`src/rtl/aes_cmd_pkg.sv`:
```
// aes_cmd_pkg: shared state encoding, ASCII constants and byte classification helpers for the AES command controller
package aes_cmd_pkg;
  localparam logic [2:0] ST_IDLE   = 3'd0;
  localparam logic [2:0] ST_GOT    = 3'd1;
  localparam logic [2:0] ST_EXEC   = 3'd2;
  localparam logic [2:0] ST_DRAIN  = 3'd3;
  localparam logic [2:0] ST_SWITCH = 3'd4;
  localparam logic [2:0] ST_RESP   = 3'd5;
  localparam logic [7:0] CH_S   = 8'h53;
  localparam logic [7:0] CH_P   = 8'h50;
  localparam logic [7:0] CH_E   = 8'h45;
  localparam logic [7:0] CH_D   = 8'h44;
  localparam logic [7:0] CH_C   = 8'h43;
  localparam logic [7:0] CH_Q   = 8'h3F;
  localparam logic [7:0] CH_CR  = 8'h0D;
  localparam logic [7:0] CH_LF  = 8'h0A;
  localparam logic [7:0] CH_ACK = 8'h4B;
  localparam logic [7:0] CH_NAK = 8'h4E;
  localparam logic [7:0] CH_TMO = 8'h54;
  function automatic logic [7:0] fold_lc(input logic [7:0] b);
    return (b >= 8'h41 && b <= 8'h5A) ? (b | 8'h20) : b;
  endfunction
  function automatic logic is_cmd(input logic [7:0] b);
    logic [7:0] f;
    f = fold_lc(b);
    return f == fold_lc(CH_S) || f == fold_lc(CH_P) || f == fold_lc(CH_E) ||
           f == fold_lc(CH_D) || f == fold_lc(CH_C) || f == CH_Q;
  endfunction
  function automatic logic is_term(input logic [7:0] b);
    return b == CH_CR || b == CH_LF;
  endfunction
endpackage

```
`src/rtl/aes_cmd_ctrl_timer.sv`:
```
// cmd_timer: loadable down-counter; expired is high once the count has run down to zero
module cmd_timer #(
  parameter int W = 16
) (
  input  logic         clk,
  input  logic         rst_n,
  input  logic         load,
  input  logic [W-1:0] load_val,
  input  logic         en,
  output logic         expired
);
  logic [W-1:0] cnt;
  always_ff @(posedge clk or negedge rst_n)
    if (!rst_n) cnt <= '0;
    else if (load) cnt <= load_val;
    else if (en && cnt != '0) cnt <= cnt - 1'b1;
  assign expired = cnt == '0;
endmodule

```
`src/rtl/aes_cmd_ctrl.sv`:
```
// aes_cmd_ctrl: parses letter+CR/LF UART commands into work/enc controls with a drain-before-reverse sequence and ACK/NAK replies
module aes_cmd_ctrl
  import aes_cmd_pkg::*;
#(
  parameter int CLK_FREQ       = 50_000_000,
  parameter int CMD_TIMEOUT_MS = 10,
  parameter int DRAIN_MAX      = 4096
) (
  input  logic       clk,
  input  logic       rst_n,
  input  logic [7:0] rx_data,
  input  logic       rx_valid,
  output logic [7:0] tx_data,
  output logic       tx_valid,
  input  logic       tx_ready,
  input  logic       plat_busy,
  output logic       work,
  output logic       enc,
  output logic       clr_cnt,
  output logic       report_req,
  output logic [7:0] ovr_cnt
);
  localparam int TO_CYC = CLK_FREQ / 1000 * CMD_TIMEOUT_MS;
  localparam int TW = $clog2(TO_CYC + 1);
  localparam int DW = $clog2(DRAIN_MAX + 1);
  localparam int W = TW > DW ? TW : DW;
  logic [2:0] state, state_d;
  logic [7:0] cmd_reg, cmd_d, tx_data_d;
  logic work_d, enc_d, tmr_load, tmr_exp, tmr_en, drop;
  logic is_s, is_p, is_e, is_d, is_ed, need_drain;
  logic [W-1:0] tmr_val;
  assign is_s = cmd_reg == fold_lc(CH_S);
  assign is_p = cmd_reg == fold_lc(CH_P);
  assign is_e = cmd_reg == fold_lc(CH_E);
  assign is_d = cmd_reg == fold_lc(CH_D);
  assign is_ed = is_e || is_d;
  assign need_drain = is_ed && is_e != enc && work;
  assign tmr_en = state == ST_GOT || state == ST_DRAIN;
  assign drop = rx_valid && (state == ST_EXEC || state == ST_DRAIN || state == ST_SWITCH || state == ST_RESP);
  assign tx_valid = state == ST_RESP;
  assign clr_cnt = state == ST_EXEC && cmd_reg == fold_lc(CH_C);
  assign report_req = state == ST_EXEC && cmd_reg == CH_Q;
  // one timer serves both the GOT timeout and the DRAIN bound; they never overlap
  cmd_timer #(.W(W)) u_timer (
    .clk(clk), .rst_n(rst_n), .load(tmr_load), .load_val(tmr_val), .en(tmr_en), .expired(tmr_exp)
  );
  always_ff @(posedge clk or negedge rst_n)
    if (!rst_n) begin
      state   <= ST_IDLE;
      cmd_reg <= '0;
      work    <= 1'b0;
      enc     <= 1'b1;
      tx_data <= '0;
      ovr_cnt <= '0;
    end else begin
      state   <= state_d;
      cmd_reg <= cmd_d;
      work    <= work_d;
      enc     <= enc_d;
      tx_data <= tx_data_d;
      ovr_cnt <= ovr_cnt + 8'(drop && ovr_cnt != 8'hFF);
    end
  always_comb begin
    state_d = state;
    cmd_d = cmd_reg;
    tmr_load = 1'b0;
    tmr_val = '0;
    case (state)
      ST_IDLE:
        if (rx_valid && is_cmd(rx_data)) begin
          state_d = ST_GOT;
          cmd_d = fold_lc(rx_data);
          tmr_load = 1'b1;
          tmr_val = W'(TO_CYC - 1);
        end else if (rx_valid && !is_term(rx_data)) state_d = ST_RESP;
      ST_GOT:
        if (rx_valid) state_d = is_term(rx_data) ? ST_EXEC : ST_RESP;
        else if (tmr_exp) state_d = ST_IDLE;
      ST_EXEC:
        if (need_drain) begin
          state_d = ST_DRAIN;
          tmr_load = 1'b1;
          tmr_val = W'(DRAIN_MAX - 1);
        end else state_d = ST_RESP;
      ST_DRAIN:  if (!plat_busy || tmr_exp) state_d = ST_SWITCH;
      ST_SWITCH: state_d = ST_RESP;
      ST_RESP:   if (tx_ready) state_d = ST_IDLE;
      default:   state_d = ST_IDLE;
    endcase
  end
  // enc flips on DRAIN exit and work returns one cycle later in SWITCH, so they never change together
  always_comb begin
    work_d = work;
    enc_d = enc;
    tx_data_d = tx_data;
    case (state)
      ST_IDLE: if (rx_valid && !is_cmd(rx_data) && !is_term(rx_data)) tx_data_d = CH_NAK;
      ST_GOT:  if (rx_valid && !is_term(rx_data)) tx_data_d = CH_NAK;
      ST_EXEC:
        if (need_drain) work_d = 1'b0;
        else begin
          work_d = is_s ? 1'b1 : is_p ? 1'b0 : work;
          enc_d = is_ed ? is_e : enc;
          tx_data_d = CH_ACK;
        end
      ST_DRAIN:
        if (!plat_busy || tmr_exp) begin
          enc_d = is_e;
          tx_data_d = plat_busy ? CH_TMO : CH_ACK;
        end
      ST_SWITCH: work_d = 1'b1;
      default: ;
    endcase
  end
endmodule

```
`config.mk`:
```
export PLATFORM = sky130hd
export DESIGN_NAME = aes_cmd_ctrl
export DESIGN_NICKNAME = d
export VERILOG_FILES = /design/src/rtl/aes_cmd_pkg.sv /design/src/rtl/aes_cmd_ctrl_timer.sv /design/src/rtl/aes_cmd_ctrl.sv
export SDC_FILE = /design/constraint.sdc
export NUM_CORES = 1
export LEC_CHECK = 0
export CAP_MARGIN = 20
export CORE_UTILIZATION = 35
export CTS_CLUSTER_SIZE = 30
export DETAILED_ROUTE_END_ITERATION = 8
export PLACE_DENSITY = 0.54
export SYNTH_ARGS = -nofsm -noshare
export SYNTH_HDL_FRONTEND = slang
export SYNTH_HIERARCHICAL = 1
export SYNTH_SLANG_ARGS = --single-unit
```
`constraint.sdc`:
```
create_clock -name clk -period 2.8 [get_ports clk]
set_input_delay 0.84 -clock clk [delete_from_list [all_inputs] [get_ports clk]]
set_output_delay 0.84 -clock clk [all_outputs]
set_load 0.02 [all_outputs]
```
==> flow_summary_export.csv <==
group,metric,value,unit
die,die_area,8130,sq um
synthesis,yosys-top-cells-area,"dfrtp_1, nand3_1, nor2_1",
clocking,hold_buffers,0,
finish,fillCellCount,716,
setup_path,startpoint_type,"primary input",
die,io_pins,34,
finish,post-route-util,47.7,%
clocking,cts_root_buf,"clkbuf_8",
timing,hold_slack,0.488,ns
finish,drive_gt1_share,18.5,%
die,core.rowCount,31,
place,dp_hpwl,4870,microns
synthesis,synth.most_common_cell,"dfrtp_1",
synthesis,synthTopCellsByCount,"dfrtp_1, nor2_1, nand2_1",
route,dr.pass1.iters,4,
synthesis,synth_top_area_share,40.5,%
global_route,grt_pass1_wl,10700,microns
synthesis,seq_area_frac_synth,41.4,%
setup_path,end_kind,"flop",
die,die_x,90.2,microns
finish,antenna_cells,0,
route,drc,0,
global_route,grtUsageTotal,16.3,%
run,maxCapViolations,0,
pwr,power,2.45,mW
synthesis,synthFlopType,"dfrtp_1",
route,drt_iter0_drc,82,
synthesis,ys_types,66,
synthesis,synthArstFlopShare,100,%
setup_path,crit_type,"in -> reg",
timing,final_hold_viol_count,0,
place,place.port_buffers,31,
pwr,vdd.ir_drop.worst,0.000306,V
clocking,numCtsBuffers,5,
die,start_util,36.9,%
clocking,cts_tree,"yes",
pwr,powerDensity,697,nW/um^2
route,vias_per_cell,5.42,
synthesis,avgSynthCellArea,9.35,sq um
die,die-height,90.2,microns
finish,nets,367,
pwr,leakage,1.50,nW
clocking,htreeDepth,2,
timing,drv_slew,0,
synthesis,syn_inst,291,
timing,tightestPinTransition,0.549,ns
timing,fmax,0.376,GHz
clocking,cts_max_path_buffers,2,
synthesis,synth-seq-cells,45,
route,routed_wl,6400,microns
place,gp_congestion,0.860,
global_route,grt_max_degree,25,
clocking,clk-insertion-delay-late,0.30,ns
synthesis,yosys_warnings,6,
clocking,clk_pin_slew,0.09,ns
clocking,cts.sinks,45,
die,core_area,7370,sq um
timing,fin_crit_sh,95.1,%
run_status,outcome,"completed",
global_route,antenna_found_initial,0,
global_route,grt_pass1_vias,2229,
timing,finalClockSkew,0.00388,ns
route,antenna_left,0,
finish,largest_reg_flops,19,
route,wire_per_inst,14.2,microns
global_route,globalRoute.totalOverflow,0,
setup_path,cp.required,3.02,ns
setup_path,critPathMaxFanout,8,
finish,syn_to_final_growth,29.3,%
synthesis,syn_area,2720,sq um
timing,setup_viol,0,
setup_path,arrival,2.88,ns
synthesis,yosys.area.top_type,"dfrtp_1",
route,dr_total_vias,2445,
worst_hold_path,hp-class,"reg -> reg",
timing,max_slew_margin,63.4,%
timing,period_minus_slack,2.66,ns
synthesis,synth-edff-count,0,
[what timing repair did]
item	4_1_cts	5_1_grt
setup buffers	0	0
gates resized for setup	2	6
setup endpoints to repair	2	5
[placed cells by master (no fill, tap or decap), types with 5 or more instances in the layout]
| master | count |
|---|---|
| dfrtp_1 | 44 |
| buf_4 | 31 |
| nor2_1 | 26 |
| clkdlybuf4s50_1 | 26 |
| nand2_1 | 21 |
| nand3_1 | 20 |
| o21ai_0 | 15 |
| a31oi_1 | 12 |
| inv_1 | 9 |
| o31ai_1 | 7 |
| nor4_1 | 6 |
| and2_1 | 5 |
| xnor2_1 | 5 |
| nor3_1 | 5 |
| mux2_4 | 5 |
| or3_1 | 5 |
| clkbuf_8 | 5 |
| or4_1 | 5 |
[area by class of cell]
cell class	instances	area [sq um]	area share, %
Clock buffer	5	68.8	1.96
Clock inverter	3	68.8	1.96
Inverter	10	37.5	1.07
Multi-Input combinational cell	225	1510	42.9
Sequential cell	45	1130	32.1
Tap cell	99	124	3.52
Timing Repair Buffer	64	581	16.5
[path summary, 6_finish.rpt]
kind                            start         endpoint  slack (ns)  depth (start not counted)
max in group asynchronous       rst_n       ovr_cnt[6]        1.77                          2
min in group asynchronous       rst_n  u_timer/cnt[11]        0.52                          1
min                        tx_data[6]       tx_data[6]        0.49                          1
max                        rx_data[6]   u_timer/cnt[6]        0.14                          9
max reg2reg                  state[0]   u_timer/cnt[9]        0.40                          6
min reg2reg                tx_data[6]       tx_data[6]        0.49                          1
[layer usage]
metal | GRT usage (%) | wire length (microns) | up-vias
met3 | 2.71 | 200 | 7
li1 | - | - | 1223
met1 | 23.0 | 3170 | 1171
met5 | 0 | 0 | -
met2 | 24.9 | 2950 | 44
met4 | 5.91 | 83 | 0
[cells by family after synthesis]
logic type                 Yosys count  synth area share, %
buffers and inverters               24                 4.19
DFF                                 45                 41.4
AOI/OAI and AO/OA                   65                 17.2
xor gates and xnor gates             8                 2.58
and+or+nand+nor                    140                 30.4
adders and majority gates            3                 1.38
other                                1                0.138
muxes                                5                 2.76
[metrics by stage]
| step | TNS (ns) | area [sq um] | std cells | setup slack (ns) |
|---|---|---|---|---|
| 2_1_floorplan | 0 | 2730 | 294 | 0.0246 |
| 3_3_place_gp | -1.17 | 3360 | 443 | -0.140 |
| 3_5_place_dp | -1.99 | 3360 | 443 | -0.189 |
| 4_1_cts | 0 | 3490 | 451 | 0.139 |
| 5_1_grt | -0.0160 | 3520 | 451 | -0.0160 |
| 6_report | 0 | 3520 | 451 | 0.137 |
[where the power goes]
group          internal (mW)  switching, mW  total (mW)
clock network          0.359          0.240       0.599
logic                  0.414          0.423       0.837
registers              0.814          0.202        1.02
[worst max-delay path, cell delays in order]
cell             delay [ns]
clkdlybuf4s50_1        0.55
and4b_1                0.21
o21ai_1                0.16
a221oi_2               0.08
and2_1                 0.17
nand2b_1               0.16
buf_4                  0.18
or3_1                  0.34
o31ai_1                0.18
Power figures use the tool's default switching activity.
